$ cat config.mk
export PLATFORM = sky130hd
export DESIGN_NAME = serial_subtractor
export DESIGN_NICKNAME = d
export VERILOG_FILES = /design/src/rtl/serial_subtractor_pkg.sv /design/src/rtl/full_subtractor.sv /design/src/rtl/half_subtractor.sv /design/src/rtl/serial_subtractor.sv
export SDC_FILE = /design/constraint.sdc
export NUM_CORES = 1
export LEC_CHECK = 0
export ABC_AREA = 1
export CORE_MARGIN = 2
export CORE_UTILIZATION = 54
export CTS_CLUSTER_SIZE = 20
export DETAILED_ROUTE_END_ITERATION = 10
export HOLD_SLACK_MARGIN = 0.05
export PLACE_DENSITY = 0.91
export SYNTH_ARGS = -nofsm -noshare
export SYNTH_HDL_FRONTEND = slang
export SYNTH_SLANG_ARGS = --single-unit
$ cat constraint.sdc
create_clock -name clk -period 1.85 [get_ports clk]
set_input_delay 0.37 -clock clk [delete_from_list [all_inputs] [get_ports clk]]
set_output_delay 0.37 -clock clk [all_outputs]
set_load 0.02 [all_outputs]
$ cat src/rtl/serial_subtractor_pkg.sv
// Shared definitions for the bit-serial subtractor: FSM encoding and default width.
package serial_subtractor_pkg;

  typedef enum logic [1:0] {
    S_IDLE = 2'd0,
    S_RUN  = 2'd1,
    S_DONE = 2'd2
  } state_t;

  localparam int unsigned DEFAULT_WIDTH = 8;

endpackage

$ cat src/rtl/full_subtractor.sv
// One-bit full subtractor x - y - b_in, built from two half subtractors like the FA/HA pair.
module full_subtractor (
  input  logic x,
  input  logic y,
  input  logic b_in,
  output logic diff,
  output logic b_out
);

  logic d1;
  logic b1;
  logic b2;

  half_subtractor u_hs0 (
    .x    (x),
    .y    (y),
    .diff (d1),
    .b_out(b1)
  );

  half_subtractor u_hs1 (
    .x    (d1),
    .y    (b_in),
    .diff (diff),
    .b_out(b2)
  );

  assign b_out = b1 | b2;

endmodule

$ cat src/rtl/half_subtractor.sv
// One-bit half subtractor: x - y giving a difference bit and a borrow-out.
module half_subtractor (
  input  logic x,
  input  logic y,
  output logic diff,
  output logic b_out
);

  assign diff  = x ^ y;
  assign b_out = ~x & y;

endmodule

$ cat src/rtl/serial_subtractor.sv
// Bit-serial unsigned subtractor, LSB first, with a start/busy/done handshake.
// diff and borrow are held from done until the next accepted start.
module serial_subtractor
  import serial_subtractor_pkg::*;
#(
  parameter int unsigned WIDTH = DEFAULT_WIDTH
) (
  input  logic             clk,
  input  logic             rst,
  input  logic             start,
  input  logic [WIDTH-1:0] a,
  input  logic [WIDTH-1:0] b,
  output logic             busy,
  output logic             done,
  output logic [WIDTH-1:0] diff,
  output logic             borrow
);

  localparam int unsigned   CW   = $clog2(WIDTH + 1);
  localparam logic [CW-1:0] LAST = CW'(WIDTH - 1);

  state_t            state;
  logic [WIDTH-1:0]  sa;
  logic [WIDTH-1:0]  sb;
  logic              bin;
  logic [CW-1:0]     count;
  logic              d;
  logic              bout;
  logic              accept;

  full_subtractor u_fs (
    .x    (sa[0]),
    .y    (sb[0]),
    .b_in (bin),
    .diff (d),
    .b_out(bout)
  );

  // A new request is only taken when no operation is in flight.
  assign accept = start && ((state == S_IDLE) || (state == S_DONE));

  always_ff @(posedge clk or posedge rst) begin
    if (rst) begin
      state  <= S_IDLE;
      sa     <= '0;
      sb     <= '0;
      bin    <= 1'b0;
      count  <= '0;
      busy   <= 1'b0;
      done   <= 1'b0;
      diff   <= '0;
      borrow <= 1'b0;
    end else begin
      done <= 1'b0;
      if (accept) begin
        state  <= S_RUN;
        sa     <= a;
        sb     <= b;
        bin    <= 1'b0;
        count  <= '0;
        diff   <= '0;
        borrow <= 1'b0;
        busy   <= 1'b1;
      end else begin
        case (state)
          S_RUN: begin
            sa    <= sa >> 1;
            sb    <= sb >> 1;
            diff  <= {d, diff[WIDTH-1:1]};
            bin   <= bout;
            count <= count + 1'b1;
            if (count == LAST) begin
              state  <= S_DONE;
              busy   <= 1'b0;
              done   <= 1'b1;
              borrow <= bout;
            end
          end
          S_DONE:  state <= S_IDLE;
          default: state <= S_IDLE;
        endcase
      end
    end
  end

endmodule

# Word level (Yosys, flattened, before mapping)

Index checks and enable logic that the tools add are counted.
Widths: inputs -> output; s select.

Register bits after elaboration: 34

Add/subtract/negate cells: 1
Mux-type cells: 22
Equality and inequality tests: 4
Bitwise gates (word level): 7
Reductions and logical operators: 6

Operators by type and width:

| kind                | count |
|---|---|
| $mux 8              | 6 |
| $mux 1              | 11 |
| $mux 4              | 2 |
| $mux 2              | 3 |
| $add 4x1->4 const B | 1 |
| $eq 4x3->1 const B  | 1 |
| $reduce_bool 2->1   | 2 |
| $ne 3x3->1 const B  | 1 |
| $and 1x1->1         | 2 |
| $eq 2x1->1 const B  | 1 |
| $eq 2x2->1 const B  | 1 |
| $logic_not 2->1     | 1 |
| $not 1->1           | 2 |
| $reduce_and 2->1    | 1 |
| $xor 1x1->1         | 2 |
| $logic_and 1x1->1   | 1 |
| $logic_or 1x1->1    | 1 |
| $or 1x1->1          | 1 |

# Longest topological paths before layout

Word-level depth: 7
Mapped depth: 8

# By module

Synthesis repeated with hierarchy kept, for this count alone.

Cells, all modules: 196
Area total of the unflattened synthesis: 1560.2 um^2

Modules (own cells, without submodules):

| module            | cells each | sequential area each (um^2) | times used | area each (um^2) |
|---|---|---|---|---|
| serial_subtractor | 187        | 850.8                       | 1          | 1508.9 |
| half_subtractor   | 3          | 0.0                         | 2          | 20.0 |
| full_subtractor   | 3          | 0.0                         | 1          | 11.3 |

# Least setup slack after synthesis

Ideal clock, no wire load.

Kind: reg2reg
Start: register bin
End: register diff[7]
Slack: 752 ps
Stages on the path, launching flop included: 3
Library setup time: 125 ps
Arrival time: 973 ps
Cells stage by stage: dfrtp_1 -> fa_1 -> o22ai_1

Longest elaborated chain between the ends: 3

RTL lines:

| element                  | line                    | text |
|---|---|---|
| start: declaration       | serial_subtractor.sv:25 | `logic bin;` |
| start signal: assignment | serial_subtractor.sv:70 | `bin <= bout;` |
| $xor 1x1->1              | half_subtractor.sv:9    | `assign diff = x ^ y;` |
| $mux 8                   | serial_subtractor.sv:65 | `case (state)` |
| $mux 8                   | serial_subtractor.sv:55 | `if (accept) begin` |
| end signal: assignment   | serial_subtractor.sv:69 | `diff <= {d, diff[WIDTH-1:1]};` |
| end: declaration         | serial_subtractor.sv:15 | `output logic [WIDTH-1:0] diff,` |

Every way passes these cells. The select of a mux whose other input is x is not followed.
A chain may end at the register's enable or synchronous reset.

# Worst setup path in the final report

Start: register diff[0]
End: output diff[0]

No word-level cell between the ends.

==> impl_metrics.py <==
metrics = {
    "global_routing": {
        "grt-ovfl-total": 0,
        "grt_antenna_before_repair": 0,
        "grt_max_degree": 35,
        "grt_usage": 0.190,
        "grt_pass1_vias": 1129,
        "grt_pass1_wl_mm": 4.69,
    },
    "worst_hold_path": {
        "worstHoldPathType": "primary input to async pin",
    },
    "timing": {
        "finalSetupViolations": 0,
        "fin_skew_ns": 0.00537,
        "worst_pin_slew_ns": 0.415,
        "drv_slew": 0,
        "rsz0062_at_grt": "false",
        "hold_viol": 0,
        "tns_ns": 0,
        "fin_crit_ns": 1.67,
        "relSlewSlack": 0.723,
        "fin_crit_sh": 0.901,
        "max_freq_mhz": 600,
    },
    "floorplanning": {
        "core_area_sq_mm": 0.00271,
        "die_w_um": 57.0,
        "fp-row-count": 19,
        "die-area_sq_mm": 0.00325,
        "ios": 30,
        "die_h_um": 57.0,
        "start_util": 0.560,
    },
    "cts": {
        "cts_resized": 0,
        "path_clk_slew_ns": 0.09,
        "clock-root-buffer": "clkbuf_4",
        "clk-insertion-delay-late_ns": 0.33,
        "tritoncts": "done",
        "clockBufferDepth": 2,
        "clock-sinks": 34,
        "post-cts-setup-buffers": 0,
        "htree_levels": 2,
        "hold_buffers": 0,
        "cts_buffers": 5,
    },
    "pwr": {
        "ir_drop_mv": 1.05,
        "netSwitchingFraction": 0.407,
        "power.internal_w": 0.00175,
        "p_leak_nw": 1.01,
        "clkPwrFrac": 0.132,
        "seqPwrFrac": 0.421,
        "pwr-share-comb": 0.446,
        "total_switching_power_w": 0.00120,
        "power.density_mw_per_mm2": 1570,
    },
    "final_layout": {
        "diodes": 0,
        "layout_commonest_cell": "nand2_1",
        "syn2layout_area_growth_pct": 23.8,
        "fillers": 226,
        "drive_gt1_frac": 0.0682,
        "final_cell_mix": "nand2_1, dfrtp_1, clkdlybuf4s50_1",
        "nets": 242,
        "stdcell_count": 251,
    },
    "logic_synthesis": {
        "syn_area_sq_mm": 0.00152,
        "synth_area_per_cell_sq_um": 8.11,
        "synth_warnings": 0,
        "synthesis.nets": 208,
        "synth-seq-area-share": 0.561,
        "syn_inst": 187,
        "ys_types": 19,
        "ys_ff_latch": 34,
    },
    "critical_path": {
        "cp-end-kind": "output pin",
        "cp.arrival_ns": 1.30,
        "path_buf_inv": 1,
        "cp.required_ns": 1.48,
        "critPathSlowestCell": "clkdlybuf4s50_1",
        "cp_max_fo": 2,
        "critical_path_class": "flop to output pin",
        "crit_family": "buffers and inverters",
        "cp-start-kind": "flop",
        "crit_chain": "clkdlybuf4s50_1",
        "cpPeakStageDelay_ns": 0.60,
    },
    "run": {
        "maxCapViolCount": 0,
    },
    "drt": {
        "vias": 1193,
        "drtIter0Drc": 16,
        "routedWlPerCell_um": 10.7,
        "first_pass_iters": 4,
        "wirelength_mm": 2.70,
        "drc": 0,
        "antenna_left": 0,
        "vias_per_cell": 4.75,
    },
    "status": {
        "status": "finished clean",
    },
    "placed_design": {
        "io_buffers": 29,
        "dp.cells": 245,
        "dp_hpwl_mm": 1.92,
        "gp_congestion": 0.801,
    },
}
-- layout make-up --
class / instances / area [sq um] / share of cell area
Multi-Input combinational cell: 118 / 512 / 0.273
Timing Repair Buffer: 31 / 305 / 0.163
Inverter: 31 / 119 / 0.0633
Clock buffer: 6 / 51.3 / 0.0273
Tap cell: 31 / 38.8 / 0.0207
Sequential cell: 34 / 851 / 0.453
-- kinds of logic (layout without fill, tap and decap cells) --
kind of cell,count (synthesis),in the layout,synth area share
DFF,34,34,0.561
and+or+nand+nor,103,103,0.267
AOI/OAI and AO/OA,13,13,0.0487
buffers and inverters,35,68,0.101
adders and majority gates,2,2,0.0215
-- stage by stage --
stage               power, W  cell area [sq um]  utilization  hold slack (ns)  worst slack (ns)
floorplan            0.00219               1520            -            0.442             0.732
global placement     0.00252               1830        0.674            0.458             0.343
detailed placement   0.00259               1830        0.674            0.464             0.321
CTS                  0.00298               1880        0.693            0.433             0.175
global route         0.00323               1880        0.693            0.469             0.127
finish               0.00295               1880        0.693            0.420             0.183
-- flip-flops by register name (all words and copies together), names as in the netlist --
name / cells
bin: 1
borrow: 1
busy: 1
count: 4
diff: 8
done: 1
sa: 8
sb: 8
state: 2
-- cells in the mapped netlist --
master,number,area (sq um)
inv_1,28,105
buf_6,2,22.5
inv_2,2,7.51
buf_4,1,7.51
inv_4,1,6.26
o21ai_0,4,20.0
dfrtp_1,34,851
nor2_1,5,18.8
nand2_2,2,12.5
o21ai_1,1,5.00
ha_1,1,12.5
nand2_1,91,342
nor2_2,1,6.26
o22ai_1,7,43.8
nand2_4,1,11.3
buf_2,1,5.00
nand3_1,3,15.0
fa_1,1,20.0
a21oi_1,1,5.00
-- power groups by stage --
stage | logic [W] | registers [W] | clock network [W]
after global placement | 0.00127 | 0.00125 | 0
after floorplan | 0.000856 | 0.00134 | 0
after CTS | 0.00134 | 0.00124 | 0.000397
final | 0.00132 | 0.00124 | 0.000391
after global routing | 0.00151 | 0.00129 | 0.000430
after detailed placement | 0.00133 | 0.00126 | 0
-- path summary, 6_finish.rpt --
kind / startpoint / slack, ns / cells after the start / end
max: diff[0] / 0.18 / 1 / diff[0]
min reg2reg: busy / 0.48 / 2 / busy
max in group asynchronous: rst / 1.13 / 3 / state[1]
max reg2reg: state[0] / 0.49 / 5 / borrow
min: rst / 0.42 / 3 / diff[5]
min in group clk: busy / 0.48 / 2 / busy
-- per-layer routing --
| metal | vias up | global-route usage | share of wire |
|---|---|---|---|
| li1 | 627 | - | - |
| met1 | 522 | 0.240 | 0.46 |
| met2 | 36 | 0.307 | 0.47 |
| met3 | 8 | 0.0431 | 0.048 |
| met4 | 0 | 0.0997 | 0.019 |
| met5 | - | 0 | 0 |
Note: power is estimated with default switching activity, not from simulation.
